## config.mk

```make
export PLATFORM = sky130hd
export DESIGN_NAME = dht11_uart_reporter
export DESIGN_NICKNAME = d
export VERILOG_FILES = /design/src/rtl/dht11_uart_reporter_pkg.sv /design/src/rtl/dht11_uart_reporter_uart_tx.sv /design/src/rtl/dht11_uart_reporter.sv
export SDC_FILE = /design/constraint.sdc
export NUM_CORES = 1
export LEC_CHECK = 0
export BUFFER_PORTS_ARGS = -buffer_cell sky130_fd_sc_hd__buf_2
export CORE_ASPECT_RATIO = 2
export CORE_MARGIN = 1.5
export CORE_UTILIZATION = 60
export CTS_BUF_LIST = sky130_fd_sc_hd__clkbuf_2 sky130_fd_sc_hd__clkbuf_4 sky130_fd_sc_hd__clkbuf_8
export CTS_CLUSTER_SIZE = 10
export DETAILED_ROUTE_END_ITERATION = 6
export PLACE_DENSITY_LB_ADDON = 0.15
export SLEW_MARGIN = 30
export SYNTH_ARGS = -nofsm -noshare
export SYNTH_HDL_FRONTEND = slang
export SYNTH_HIERARCHICAL = 1
export SYNTH_SLANG_ARGS = --single-unit
```

## constraint.sdc

```tcl
create_clock -name clk -period 4.9 [get_ports clk]
set_clock_uncertainty 0.2 [all_clocks]
set_input_delay 0 -clock clk [delete_from_list [all_inputs] [get_ports clk]]
set_output_delay 0 -clock clk [all_outputs]
set_load 0.03 [all_outputs]
```

## src/rtl/dht11_uart_reporter_pkg.sv

```systemverilog
// dht11_pkg: shared types and constants for the DHT11 UART reporter.
//   - ASCII constants used to build the report line
//   - line lengths for good and corrupt readings
//   - FSM state enums for the line sequencer and the byte transmitter
//   - reading_t: one captured sensor reading
//   - dec_digit(): ASCII digit of a byte printed as 3-digit decimal
package dht11_pkg;

  localparam logic [7:0] CH_H   = 8'h48;
  localparam logic [7:0] CH_T   = 8'h54;
  localparam logic [7:0] CH_DOT = 8'h2E;
  localparam logic [7:0] CH_SP  = 8'h20;
  localparam logic [7:0] CH_CR  = 8'h0D;
  localparam logic [7:0] CH_LF  = 8'h0A;
  localparam logic [7:0] CH_E   = 8'h45;
  localparam logic [7:0] CH_R   = 8'h52;
  localparam logic [7:0] CH_0   = 8'h30;

  localparam int LINE_LEN_OK  = 19;
  localparam int LINE_LEN_ERR = 5;

  typedef enum logic [2:0] {
    ST_IDLE, ST_LOAD, ST_SEND, ST_WAIT, ST_NEXT_CHAR, ST_DONE
  } top_state_t;

  typedef enum logic [1:0] {
    TX_IDLE, TX_START, TX_DATA, TX_STOP
  } tx_state_t;

  typedef struct packed {
    logic [7:0] hum_int;
    logic [7:0] hum_dec;
    logic [7:0] temp_int;
    logic [7:0] temp_dec;
    logic       ok;
  } reading_t;

  // pos 0 = hundreds, 1 = tens, 2 = ones
  function automatic logic [7:0] dec_digit(input logic [7:0] v, input logic [1:0] pos);
    logic [7:0] d;
    case (pos)
      2'd0:    d = v / 8'd100;
      2'd1:    d = (v / 8'd10) % 8'd10;
      default: d = v % 8'd10;
    endcase
    return CH_0 + d;
  endfunction

endpackage

```

## src/rtl/dht11_uart_reporter_uart_tx.sv

```systemverilog
// uart_tx_byte: 8N1 serial transmitter for one byte.
//   clk, rst_n   : clock, asynchronous active-low reset
//   tx_start     : 1-clk request, accepted only when idle; tx_data latched then
//   uart_tx      : serial line, idle high
//   tx_done      : 1-clk pulse near the end of the stop bit
//   tx_busy      : high while a frame is on the line
module uart_tx_byte #(
  parameter int CLKS_PER_BIT = 434
) (
  input  logic       clk,
  input  logic       rst_n,
  input  logic       tx_start,
  input  logic [7:0] tx_data,
  output logic       uart_tx,
  output logic       tx_done,
  output logic       tx_busy
);
  import dht11_pkg::*;

  localparam logic [15:0] C_LAST = 16'(CLKS_PER_BIT - 1);
  localparam logic [15:0] C_DONE = 16'(CLKS_PER_BIT - 2);

  tx_state_t   r_state;
  logic [15:0] r_cnt;
  logic [2:0]  r_bit;
  logic [7:0]  r_shift;
  logic        r_tx;
  logic        w_bit_end;

  assign w_bit_end = (r_cnt == C_LAST);

  always_ff @(posedge clk or negedge rst_n) begin
    if (!rst_n) begin
      r_state <= TX_IDLE;
      r_cnt   <= '0;
      r_bit   <= '0;
      r_shift <= '0;
      r_tx    <= 1'b1;
    end else begin
      case (r_state)
        TX_IDLE: begin
          r_cnt <= '0;
          if (tx_start) begin
            r_shift <= tx_data;
            r_tx    <= 1'b0;
            r_state <= TX_START;
          end
        end
        TX_START: begin
          if (w_bit_end) begin
            r_cnt   <= '0;
            r_bit   <= '0;
            r_tx    <= r_shift[0];
            r_state <= TX_DATA;
          end else begin
            r_cnt <= r_cnt + 16'd1;
          end
        end
        TX_DATA: begin
          if (w_bit_end) begin
            r_cnt <= '0;
            if (r_bit == 3'd7) begin
              r_tx    <= 1'b1;
              r_state <= TX_STOP;
            end else begin
              r_bit   <= r_bit + 3'd1;
              r_shift <= r_shift >> 1;
              r_tx    <= r_shift[1];
            end
          end else begin
            r_cnt <= r_cnt + 16'd1;
          end
        end
        TX_STOP: begin
          if (w_bit_end) begin
            r_cnt   <= '0;
            r_state <= TX_IDLE;
          end else begin
            r_cnt <= r_cnt + 16'd1;
          end
        end
        default: r_state <= TX_IDLE;
      endcase
    end
  end

  assign uart_tx = r_tx;
  assign tx_busy = (r_state != TX_IDLE);
  // Fires in the second-to-last stop cycle: the sequencer's NEXT_CHAR/LOAD
  // hops then overlap the tail of the stop bit, so the next start bit lands
  // exactly 2 clk after the stop bit ends.
  assign tx_done = (r_state == TX_STOP) && (r_cnt == C_DONE);

endmodule

```

## src/rtl/dht11_uart_reporter.sv

```systemverilog
// dht11_uart_reporter: prints each DHT11 reading as an ASCII line on a UART.
//   clk, rst_n       : 50 MHz clock, asynchronous active-low reset
//   sample_valid     : 1-clk pulse qualifying the reading inputs
//   hum_int/hum_dec  : humidity bytes
//   temp_int/temp_dec: temperature bytes
//   checksum_ok      : 1 = good reading ("H...T...\r\n"), 0 = "ERR\r\n"
//   uart_tx          : 8N1 serial output, idle high
//   busy             : high whenever the line sequencer is not idle
//   overrun          : sticky, a pending reading was overwritten
//   lines_sent       : completed line count, wraps
module dht11_uart_reporter #(
  parameter int CLKS_PER_BIT = 434
) (
  input  logic        clk,
  input  logic        rst_n,
  input  logic        sample_valid,
  input  logic [7:0]  hum_int,
  input  logic [7:0]  hum_dec,
  input  logic [7:0]  temp_int,
  input  logic [7:0]  temp_dec,
  input  logic        checksum_ok,
  output logic        uart_tx,
  output logic        busy,
  output logic        overrun,
  output logic [15:0] lines_sent
);
  import dht11_pkg::*;

  top_state_t  r_state, w_next;
  reading_t    r_cap, r_pend, w_in;
  logic        r_pend_vld;
  logic [4:0]  r_idx, w_last_idx;
  logic [7:0]  r_char, w_char;
  logic        r_overrun;
  logic [15:0] r_lines;
  logic        w_tx_start, w_tx_done, w_tx_busy, w_done_exit;

  assign w_in       = {hum_int, hum_dec, temp_int, temp_dec, checksum_ok};
  assign w_last_idx = r_cap.ok ? 5'(LINE_LEN_OK - 1) : 5'(LINE_LEN_ERR - 1);
  // DONE holds until the transmitter has fully released the line, so the
  // line count and busy only drop once the last stop bit is complete.
  assign w_done_exit = (r_state == ST_DONE) && !w_tx_busy;

  // Character generator: digits come straight off the capture registers.
  always_comb begin
    w_char = CH_LF;
    if (r_cap.ok) begin
      case (r_idx)
        5'd0:  w_char = CH_H;
        5'd1:  w_char = dec_digit(r_cap.hum_int, 2'd0);
        5'd2:  w_char = dec_digit(r_cap.hum_int, 2'd1);
        5'd3:  w_char = dec_digit(r_cap.hum_int, 2'd2);
        5'd4:  w_char = CH_DOT;
        5'd5:  w_char = dec_digit(r_cap.hum_dec, 2'd0);
        5'd6:  w_char = dec_digit(r_cap.hum_dec, 2'd1);
        5'd7:  w_char = dec_digit(r_cap.hum_dec, 2'd2);
        5'd8:  w_char = CH_SP;
        5'd9:  w_char = CH_T;
        5'd10: w_char = dec_digit(r_cap.temp_int, 2'd0);
        5'd11: w_char = dec_digit(r_cap.temp_int, 2'd1);
        5'd12: w_char = dec_digit(r_cap.temp_int, 2'd2);
        5'd13: w_char = CH_DOT;
        5'd14: w_char = dec_digit(r_cap.temp_dec, 2'd0);
        5'd15: w_char = dec_digit(r_cap.temp_dec, 2'd1);
        5'd16: w_char = dec_digit(r_cap.temp_dec, 2'd2);
        5'd17: w_char = CH_CR;
        default: w_char = CH_LF;
      endcase
    end else begin
      case (r_idx)
        5'd0:    w_char = CH_E;
        5'd1:    w_char = CH_R;
        5'd2:    w_char = CH_R;
        5'd3:    w_char = CH_CR;
        default: w_char = CH_LF;
      endcase
    end
  end

  always_ff @(posedge clk or negedge rst_n) begin
    if (!rst_n) r_state <= ST_IDLE;
    else        r_state <= w_next;
  end

  always_comb begin
    w_next     = r_state;
    w_tx_start = 1'b0;
    case (r_state)
      ST_IDLE:      if (sample_valid) w_next = ST_LOAD;
      ST_LOAD:      w_next = ST_SEND;
      ST_SEND: begin
        w_tx_start = 1'b1;
        w_next     = ST_WAIT;
      end
      ST_WAIT:      if (w_tx_done) w_next = (r_idx == w_last_idx) ? ST_DONE : ST_NEXT_CHAR;
      ST_NEXT_CHAR: w_next = ST_LOAD;
      ST_DONE:      if (!w_tx_busy) w_next = (r_pend_vld || sample_valid) ? ST_LOAD : ST_IDLE;
      default:      w_next = ST_IDLE;
    endcase
  end

  always_ff @(posedge clk or negedge rst_n) begin
    if (!rst_n) begin
      r_cap      <= '0;
      r_pend     <= '0;
      r_pend_vld <= 1'b0;
      r_idx      <= '0;
      r_char     <= '0;
      r_overrun  <= 1'b0;
      r_lines    <= '0;
    end else begin
      case (r_state)
        ST_LOAD:      r_char <= w_char;
        ST_NEXT_CHAR: r_idx  <= r_idx + 5'd1;
        ST_DONE:      if (!w_tx_busy) r_lines <= r_lines + 16'd1;
        default: ;
      endcase
      if (sample_valid) begin
        if (r_state == ST_IDLE) begin
          r_cap <= w_in;
          r_idx <= '0;
        end else if (w_done_exit) begin
          // Same-cycle arrival at DONE: it would land in the slot and be
          // consumed immediately, so it goes straight to capture.
          r_cap      <= w_in;
          r_idx      <= '0;
          r_pend_vld <= 1'b0;
          if (r_pend_vld) r_overrun <= 1'b1;
        end else begin
          r_pend     <= w_in;
          r_pend_vld <= 1'b1;
          if (r_pend_vld) r_overrun <= 1'b1;
        end
      end else if (w_done_exit && r_pend_vld) begin
        r_cap      <= r_pend;
        r_idx      <= '0;
        r_pend_vld <= 1'b0;
      end
    end
  end

  uart_tx_byte #(.CLKS_PER_BIT(CLKS_PER_BIT)) u_tx (
    .clk      (clk),
    .rst_n    (rst_n),
    .tx_start (w_tx_start),
    .tx_data  (r_char),
    .uart_tx  (uart_tx),
    .tx_done  (w_tx_done),
    .tx_busy  (w_tx_busy)
  );

  assign busy       = (r_state != ST_IDLE);
  assign overrun    = r_overrun;
  assign lines_sent = r_lines;

endmodule

```

==> results.md, run 1 <==
- Status: finished, final reports clean
- Insertion delay to the later sink of the worst-skew pair: about 0.46 ns
- CP max-delay cell: dfrtp_1
- Routed wire length: between 30 and 40 mm
- Ant diodes: 0
- Critical-path cell list: clkinv_1 > maj3_1 > a21oi_1 > ha_1 > nand4_1 > nor2b_2 > nand3_2 > a31o_2 > ha_1 > nor3_1 > o221ai_1 > a32oi_1 > o221ai_1 > a311oi_2 > a31oi_1 > xor2_1 > o31ai_1
- CTS tree: built
- Syn_area_per_cell: 8.15 µm²
- Syn_nets: about 1400
- Detailed-route DRC error count: 0
- HPWL Detailed: around 22 mm
- Starting Density: 60.8%
- Die Area: around 0.019 mm²
- Cell Area, Synth: between 0.01 and 0.015 mm²
- WL/cell: about 19 µm
- Fin crit period: approximately 4.6 ns
- Worst-case clock buffer depth: 2
- Post-synthesis sequential area ratio: 29.5%
- Post-synth EDFFs: 0
- Leading post-synthesis cells by cell area: dfrtp_1 29%, nor2_1 5.1%, a21oi_1 4.3%, ha_1 4.1%, mux2_2 3.9%
- Largest net degree at the start of global routing: 79
- Fraction of registers with async set/reset: 100%
- Clk slew on worst S/H paths: roughly 0.09 ns
- Total track usage: 32.9%
- Power per cell area: between 300 and 400 mW/mm²
- Kind of critical path: reg2reg
- H-Tree Depth: 4
- Max incr delay on CP: 0.62 ns
- # rows: 70
- Synth top area share: slightly below 30%
- CP Max Fanout: 16
- Syn Inst Count: about 1400
- Initial antenna violation count: 0
- RSZ-0062 raised after global routing: no
- Nature of the critical path startpoint: register
- First-pass GRT wire length: slightly above 50 mm
- Max cap viols: 0
- Crit. End Element: register
- Clock root buffer: clkbuf_8
- Post-synth cell types: 100
- Net count reported at finish: roughly 1500
- Vias in the first global route: 10400
- Critical path arrival: approximately 4.7 ns
- Fin Setup TNS: 0 ns
- Layout area overhead: 10.9%
- Via count: about 10000
- Count of final setup violators: 0
- WP data required: between 5 and 6 ns
- Leak: 0.00514 µW
- Most used DFF post-synth: dfrtp_1
- Final hold violation count: 0
- Top delay family on crit path: compound AO/OA/AOI/OAI gates
- Clock buffer count from CTS: 17
- Drt pass-1 iters: 5
- Area leader, netlist: dfrtp_1
- Core ar.: ~0.018 mm²
- Sink Count: between 100 and 150
- FMAX: approximately 220 MHz
- GR Overflow Total: 0
- Type of the worst min-delay path: in2reg
- ANT nets after route: 0
- Actual slew at the worst max-slew pin: 0.919 ns
- Port buffer count: 54
- Worst vdd ir: 0.283 mV
- Die Ht: around 200 µm
- Yosys warns: 6
- Die span in x: between 90 and 100 µm
- Total Power: approximately 4400 µW
- Slew margin rel.: 37.9%
- Final Wtd Congestion: 1.07
- Final clock period utilization by the worst path: between 90% and 100%
- Register bit total from synthesis: between 100 and 150
- DRT iter0 DRCs: 623
- Vias per inst: around 6.4
- # IOs: 55
- Worst Path Buf+Inv: 1
- Final slew viol count: 0
- Layout cell share with drive strength beyond 1: between 10 and 15%
[flip-flops by register name, summed over array words and instances, names as in the netlist]
signal,count
r_pend_vld,1
u_tx/r_state,2
r_char,8
r_idx,5
lines_sent,16
u_tx/r_cnt,16
r_cap,33
u_tx/uart_tx,1
u_tx/r_shift,8
r_pend,33
overrun,1
u_tx/r_bit,3
r_state,3
[tightest hold or removal path, cell delays in order]
cell,delay [ns]
dlygate4sd3_1,0.52
buf_2,0.10
mux2_2,0.13
[timing repair]
action | in CTS | in global routing
setup buffers | 0 | 0
setup endpoints to repair | 0 | 2
endpoints found under the hold margin | 156 | 0
hold buffers | 37 | 0
resized for setup | 0 | 1
[worst paths after layout]
| kind | startpoint | endpoint | slack, ns | cells after the start |
|---|---|---|---|---|
| min reg2reg | lines_sent[15] | lines_sent[15] | 0.28 | 1 |
| min in group asynchronous | rst_n | r_pend[14] | 0.52 | 3 |
| max | r_cap[8] | r_char[7] | 0.32 | 17 |
| min | temp_dec[4] | r_pend[5] | 0.13 | 3 |
| max reg2reg | r_cap[8] | r_char[7] | 0.32 | 17 |
| max in group asynchronous | rst_n | r_cap[6] | 2.60 | 4 |
[synth_stat cells, drive strengths merged, types with 36 or more instances]
cell type  number
a21oi          96
buf            47
clkbuf         47
dfrtp         129
ha             36
inv            49
mux2           39
mux2i          40
nand2         107
nand3          39
nor2          150
nor3           38
o21ai          74
xnor2          48
[cells by family (layout without fill, tap and decap cells)]
group           Yosys count  in the layout  synth area share (%)
flops                   130            130                  29.5
simple gates            522            522                  24.8
xor+xnor                 68             68                  5.40
fa+ha+maj                40             40                  4.45
compound gates          367            367                  22.7
mux                      79             79                  7.62
buf+inv                 147            209                  5.51
[where the power goes]
group	switching, µW	internal [µW]	leakage [µW]
clock	472	455	0.000187
combinational	1210	835	0.00334
sequential	220	1210	0.00162
total	1900	2500	0.00514
[routing by layer]
metal | GRT usage [%] | up-vias | wire length [µm]
met5 | 0 | - | 0
met4 | 16.1 | 0 | 1300
met3 | 4.67 | 84 | 1080
met2 | 61.6 | 271 | 16900
met1 | 35.2 | 5087 | 11600
li1 | - | 5046 | -
[stage by stage]
| step | cell area (µm²) | instances | worst slack, ns | utilization [%] | hold WS (ns) |
|---|---|---|---|---|---|
| after global placement | 11400 | 1562 | 0.399 | 63.0 | -0.0595 |
| after CTS | 12200 | 1631 | 0.287 | 67.4 | 0.0891 |
| after global routing | 12200 | 1631 | 0.0215 | 67.4 | 0.116 |
| after floorplan | 11000 | 1353 | 0.760 | - | -0.496 |
| final | 12200 | 1631 | 0.324 | 67.4 | 0.126 |
| after detailed placement | 11500 | 1563 | 0.301 | 63.2 | -0.0525 |
[cells in the final DEF (no fill, tap or decap), drive strengths merged, types with 7 or more instances in the layout]
cell	instances
o211ai	9
dfrtp	129
nand3b	8
a221oi	9
o22ai	10
nor3b	12
a32oi	7
a211oi	19
a21boi	8
xor2	20
nor4bb	11
nand2b	21
or3	12
o32ai	7
and3	15
dlygate4sd3	37
buf	88
a21oi	96
o31ai	12
nor2b	22
xnor2	48
nand4	18
o21a	7
nor4	11
o2111ai	10
ha	36
mux2i	40
nor2	150
and2	12
nand3	39
mux2	39
nand2	107
o21ai	74
clkbuf	17
a31oi	16
clkinv	8
inv	53
nor3	38
or2	11
[final cells by class]
class	count	area, µm²
multi-input combinational	1076	7190
fill	1577	5910
sequential	130	3250
timing repair buffer	125	922
tap	216	270
clock buffer	17	234
inverter	53	199
clock inverter	14	155
Power figures use the tool's default switching activity.
==> inputs of run 2 (changes only) <==
--- a/config.mk
+++ b/config.mk
@@ -16,5 +16,4 @@
 export SLEW_MARGIN = 30
 export SYNTH_ARGS = -nofsm -noshare
 export SYNTH_HDL_FRONTEND = slang
-export SYNTH_HIERARCHICAL = 1
 export SYNTH_SLANG_ARGS = --single-unit
==> results.md, run 2 <==
- Insertion delay to the later sink of the worst-skew pair: approximately 0.47 ns
- Largest net degree at the start of global routing: 73
- Layout cell share with drive strength beyond 1: ~16%
- Final slew viol count: 0
- FMAX: 221 MHz
- Commonest cells in the netlist: 144 x nor2_1, 129 x dfrtp_1, 90 x nand2_1
- H-Tree Depth: 4
- Nature of the critical path startpoint: register
- Setup WS post-layout: ~0.37 ns
- Fin Setup TNS: 0 ns
- Final clock period utilization by the worst path: slightly above 90%
- # rows: 68
- HPWL Detailed: 20.9 mm
- RSZ-0062 raised after global routing: no
- First-pass GRT wire length: about 46 mm
- Worst Reg-to-Reg Cells: 14
- Synth Area in Compound Gates: between 20% and 30%
- Post-synthesis sequential area ratio: 30.9%
- Core ar.: 0.0173 mm²
- Hold slack: 0.0873 ns
- Commonest non-fill, non-tap cells in the layout: 144 x nor2_1, 126 x dfrtp_1, 90 x nand2_1
- Via count: between 9000 and 10000
- Drt pass-1 iters: 5
- Vias in the first global route: roughly 9400
- Register bit total from synthesis: between 100 and 150
- Actual slew at the worst max-slew pin: ~0.92 ns
- WL/cell: 18.8 µm
- Clock buffer count from CTS: 17
- Sink Count: 130
- Cell Area, Synth: 0.0105 mm²
- Slew margin rel.: 38.8%
- Leak: approximately 0.0049 µW
- Commonest non-fill, non-tap cell in the layout: nor2_1
- Ant diodes: 0
- Crit path capture: r_char[7]
- Initial antenna violation count: 0
- Die Ht: around 190 µm
- Fraction of registers with async set/reset: 100%
- Largest family of logic cells by synthesized area: compound AO/OA/AOI/OAI gates
- Crit. End Element: register
- Synth top area share: just over 30%
- Die Area: approximately 0.018 mm²
- Reg2reg end: r_char[7]
- Post-synth cell types: roughly 110
- Power per cell area: between 150 and 200 mW/mm²
- DRT iter0 DRCs: between 300 and 400
- Worst vdd ir: 0.301 mV
- Setup crit start: r_cap[32]
- Most used DFF post-synth: dfrtp_1
- ANT nets after route: 0
- Pre-CTS setup slack: around 0.3 ns
- CP Max Fanout: 16
- Final Wtd Congestion: about 1.1
- Starting Density: between 60% and 70%
- Layout area overhead: 10.5%
- Die span in x: slightly below 100 µm
- Most common cell in the synthesized netlist: nor2_1
- Critical path arrival: ~4.7 ns
- Clk slew on worst S/H paths: around 0.08 ns
- Area share of and/or/nand/nor cells after synthesis: roughly 22%
- Max cap viols: 0
- Vias per inst: roughly 6.3
- Largest regs: r_cap (33), r_pend (33)
- Final hold violation count: 0
- GR Overflow Total: 0
- Total track usage: a little under a third
- CTS tree: built
- Yosys warns: 0
- Fin crit period: between 4 and 5 ns
- Leading post-synthesis cells by cell area: dfrtp_1 31%, nor2_1 5.1%, mux2_2 4.6%, mux2i_1 4.6%, ha_1 4.3%
- Adder-Cell Fraction of Synth Area: just under 5%
- R2R setup slack: 0.37 ns
- Area leader, netlist: dfrtp_1
- Count of final setup violators: 0
- Status: finished, final reports clean
- Post-synth EDFFs: 0
- Xor/xnor share of the synthesized area: roughly 5.8%
- Post-synthesis mux area share: just over 9%
- Net count reported at finish: roughly 1300
- Type of the worst min-delay path: in2reg
- Kind of critical path: reg2reg
- # IOs: 55
- Syn_nets: about 1300
- Syn_area_per_cell: about 8.6 µm²
- Detailed-route DRC error count: 0
- FF-to-FF Start: r_cap[32]
- Routed wire length: approximately 28 mm
- Clock root buffer: clkbuf_8
- Syn Inst Count: around 1200
- Port buffer count: between 50 and 60
- WP data required: slightly above 5 ns
- Worst-case clock buffer depth: 2
==> run 2: cell types whose count changed after synthesis, sizes merged, moves of 8 or more <==
cell	previous run	this run
nand3	39	29
nand2	107	92
o21ai	74	41
o22ai	10	19
nor3	38	28
mux2i	40	48
==> run 2: cells by family (layout without fill, tap and decap cells) <==
family,after synthesis,in the layout
DFF,130,130
buffers and inverters,130,191
AOI/OAI and AO/OA,315,315
adders and majority gates,42,42
and+or+nand+nor,445,445
muxes,92,92
xor gates and xnor gates,70,70
==> run 2: layer usage <==
layer,up-vias,wire (µm),GRT usage (%),part of all wire (%)
met5,-,0,0,0
met4,0,1620,20.1,5.8
met3,96,815,4.36,2.9
met2,217,15200,58.7,54
met1,4515,10400,31.5,37
li1,4552,-,-,-
==> run 2: layout make-up <==
cell class,instances,area [µm²]
well taps,210,263
multi-input cells,964,6700
repair buffers,111,832
fillers,1471,5620
inverters,49,186
clock inverters,13,161
flip-flops and latches,130,3260
clock buffers,18,248
==> run 2: worst max-delay path: stages (launching register included) <==
cell and delay [ns]:
dfrtp_1 0.67, or2_1 0.32, o32ai_1 0.13, a222oi_1 0.60, o2111ai_2 0.38, a31oi_1 0.33, inv_1 0.11, ha_1 0.21
and3_1 0.14, o211a_1 0.12, a211o_1 0.26, or4_4 0.43, and3b_1 0.20, a311oi_1 0.24, nand2_1 0.08
==> run 2: power breakdown <==
group	switching, µW	total (µW)	leakage, µW	internal (µW)
combinational	62.3	136	0.00308	73.8
clock	459	972	0.000197	513
sequential	13.6	1110	0.00164	1100
==> run 2: repair_timing <==
item / CTS / global route
hold buffers: 36 / 0
setup buffers: 0 / 0
endpoints found under the hold margin: 138 / 0
endpoints found under the setup margin: 0 / 2
gates resized for setup: 0 / 3
==> run 2: metrics by stage <==
step	total power, µW	cell area (µm²)	cells	utilization, %
floorplan	1190	10500	1224	-
global placement	1240	10800	1427	62.7
detailed placement	1240	10800	1427	62.7
CTS	2240	11600	1494	67.3
global route	2300	11700	1495	67.5
finish	2220	11700	1495	67.5
==> run 2: worst min-delay path by stage <==
| stage | from | endpoint | slack [ns] | cells past startpoint |
|---|---|---|---|---|
| final | sample_valid | r_cap[7] | 0.09 | 4 |
| after global routing | temp_int[3] | r_pend[12] | 0.11 | 3 |
| after CTS | sample_valid | r_cap[7] | 0.06 | 4 |
| after detailed placement | rst_n | r_pend[12] | -0.16 | 1 |
| after global placement | rst_n | r_pend[12] | -0.16 | 1 |
| after floorplan | rst_n | lines_sent[0] | -0.50 | 0 |
==> inputs of run 3 (changes only) <==
--- a/config.mk
+++ b/config.mk
@@ -12,7 +12,7 @@
 export CTS_BUF_LIST = sky130_fd_sc_hd__clkbuf_2 sky130_fd_sc_hd__clkbuf_4 sky130_fd_sc_hd__clkbuf_8
 export CTS_CLUSTER_SIZE = 10
 export DETAILED_ROUTE_END_ITERATION = 6
-export PLACE_DENSITY_LB_ADDON = 0.15
+export PLACE_DENSITY = 0.83
 export SLEW_MARGIN = 30
 export SYNTH_ARGS = -nofsm -noshare
 export SYNTH_HDL_FRONTEND = slang
==> results.md, run 3 (same netlist as run 2, synthesis figures left out) <==
- Flip-flop and latch area: approximately 0.0033 mm²
- Post-route cell area: roughly 0.012 mm²
- Cell Area, Placed: approximately 0.011 mm²
- FMAX: 222 MHz
- Vias per inst: between 6 and 7
- CP Max Fanout: 16
- Die Ht: around 190 µm
- Largest regs: r_cap (33), r_pend (33)
- Worst-case clock buffer depth: 2
- WL/cell: 19.4 µm
- Multi-input gate area in the final layout: 0.00671 mm²
- Max incr delay on CP: 0.66 ns
- Critical-path cell list: inv_1 > o21ai_0 > a41oi_2 > inv_1 > ha_1 > nor4b_1 > nand3_1 > o21a_1 > xnor2_1 > ha_1 > nor2_1 > mux2_2 > o21ai_0 > a211oi_1 > a211oi_1 > o211a_1 > mux2_2 > nand2_1
- # IOs: between 50 and 60
- Post-CTS Setup Inserts: 0
- Nature of the critical path startpoint: register
- Drt pass-1 iters: 6
- Commonest non-fill, non-tap cell in the layout: nor2_1
- Via count: slightly below 10000
- GR Overflow Total: 0
- Leak: around 0.0049 µW
- FILL cells: between 1000 and 1500
- Status: finished, final reports clean
- Clock root buffer: clkbuf_8
- RSZ-0062 raised after global routing: no
- Layout cell share with drive strength beyond 1: around 16%
- Fin cells: 1496
- Insertion delay to the later sink of the worst-skew pair: roughly 0.47 ns
- Placed Cells incl. Taps: around 1400
- Vias in the first global route: between 9000 and 10000
- Final Wtd Congestion: between 1 and 1.5
- Actual slew at the worst max-slew pin: roughly 1.1 ns
- Initial antenna violation count: 0
- Starting Density: about three fifths
- WP data required: about 5.1 ns
- Worst Reg-to-Reg Cells: 18
- Slew margin rel.: between 20% and 30%
- Worst vdd ir: approximately 0.29 mV
- Critical path arrival: roughly 4.7 ns
- Ant diodes: 0
- H-Tree Depth: 4
- Hold Path Depth: 4
- Routed wire length: 29.0 mm
- Kind of critical path: reg2reg
- Sink Count: between 100 and 150
- Count of final setup violators: 0
- Type of the worst min-delay path: in2reg
- Fin Setup TNS: 0 ns
- Commonest non-fill, non-tap cells in the layout: 144 x nor2_1, 129 x dfrtp_1, 90 x nand2_1
- Core ar.: around 0.017 mm²
- DRT iter0 DRCs: 603
- CP max-delay cell: dfrtp_1
- Largest net degree at the start of global routing: 70
- Final slew viol count: 0
- Fin crit period: approximately 4.5 ns
- Final clock period utilization by the worst path: roughly nine tenths
- Total Power: about 2200 µW
- First-pass GRT wire length: roughly 48 mm
- Die span in x: 96.7 µm
- Layout area overhead: 10.2%
- HPWL Detailed: between 20 and 25 mm
- Die Area: about 0.018 mm²
- Total track usage: 31.8%
- Detailed-route DRC error count: 0
- Final hold violation count: 0
- Clock buffer count from CTS: 17
- Clk slew on worst S/H paths: roughly 0.090 ns
- Crit. End Element: register
- Util after Layout: between 60% and 70%
- Max cap viols: 0
- Power per cell area: approximately 190 mW/mm²
- Port buffer count: 54
- ANT nets after route: 0
- # rows: between 60 and 70
- Net count reported at finish: ~1300
- CTS tree: built
run 3: cell count changes in the layout (fill, tap and decap cells not counted), moves of 3 or more:
| cell | previous run | this run |
|---|---|---|
| dfrtp_2 | 3 | 0 |
| inv_6 | 1 | 5 |
| bufinv_16 | 3 | 0 |
| clkinv_2 | 3 | 0 |
| dfrtp_1 | 126 | 129 |
| inv_8 | 0 | 5 |
run 3: final cells by class:
class                      count  area share [%]
inverter                      49            1.60
clock buffer                  17            2.01
tap                          210            2.26
sequential                   130            28.0
clock inverter                15            1.20
multi-input combinational    964            57.7
timing repair buffer         111            7.16
run 3: repair_timing:
item | in CTS | in global routing
resized for setup | 0 | 1
endpoints found under the setup margin | 0 | 1
hold buffers | 36 | 0
endpoints found under the hold margin | 135 | 0
run 3: report_power, final:
group	internal, µW	total (µW)	switching (µW)
clock network	374	902	528
registers	1100	1110	14.7
logic	74.0	140	65.6
total	1550	2150	608
run 3: path summary, 6_finish.rpt:
| kind | slack [ns] | to | from |
|---|---|---|---|
| max reg2reg | 0.40 | r_char[7] | r_cap[7] |
| min | 0.08 | r_cap[0] | sample_valid |
| min reg2reg | 0.26 | overrun | overrun |
| max in group asynchronous | 3.34 | r_idx[3] | rst_n |
| min in group asynchronous | 0.38 | r_cap[12] | rst_n |
| max | 0.40 | r_char[7] | r_cap[7] |
run 3: critical path, delay by kind of cell, from the launching register on:
family / cells / cell delay, ns
compound gates: 7 / 1.48
flops: 1 / 0.66
mux: 2 / 0.63
simple gates: 4 / 0.52
fa+ha+maj: 2 / 0.38
buf+inv: 2 / 0.33
xor+xnor: 1 / 0.26
run 3: stage by stage:
stage / hold WS, ns / setup slack (ns)
after global placement: -0.176 / 0.594
after floorplan: -0.496 / 0.779
after CTS: 0.0659 / 0.450
final: 0.0845 / 0.395
after detailed placement: -0.174 / 0.475
after global routing: 0.113 / 0.0106
run 3: routing by layer:
metal / part of all wire (%) / GRT usage [%] / wire [µm]
met1: 36 / 32.9 / 10500
met2: 54 / 58.8 / 15600
met3: 4.2 / 4.88 / 1230
met4: 5.8 / 20.8 / 1680
met5: 0 / 0 / 0
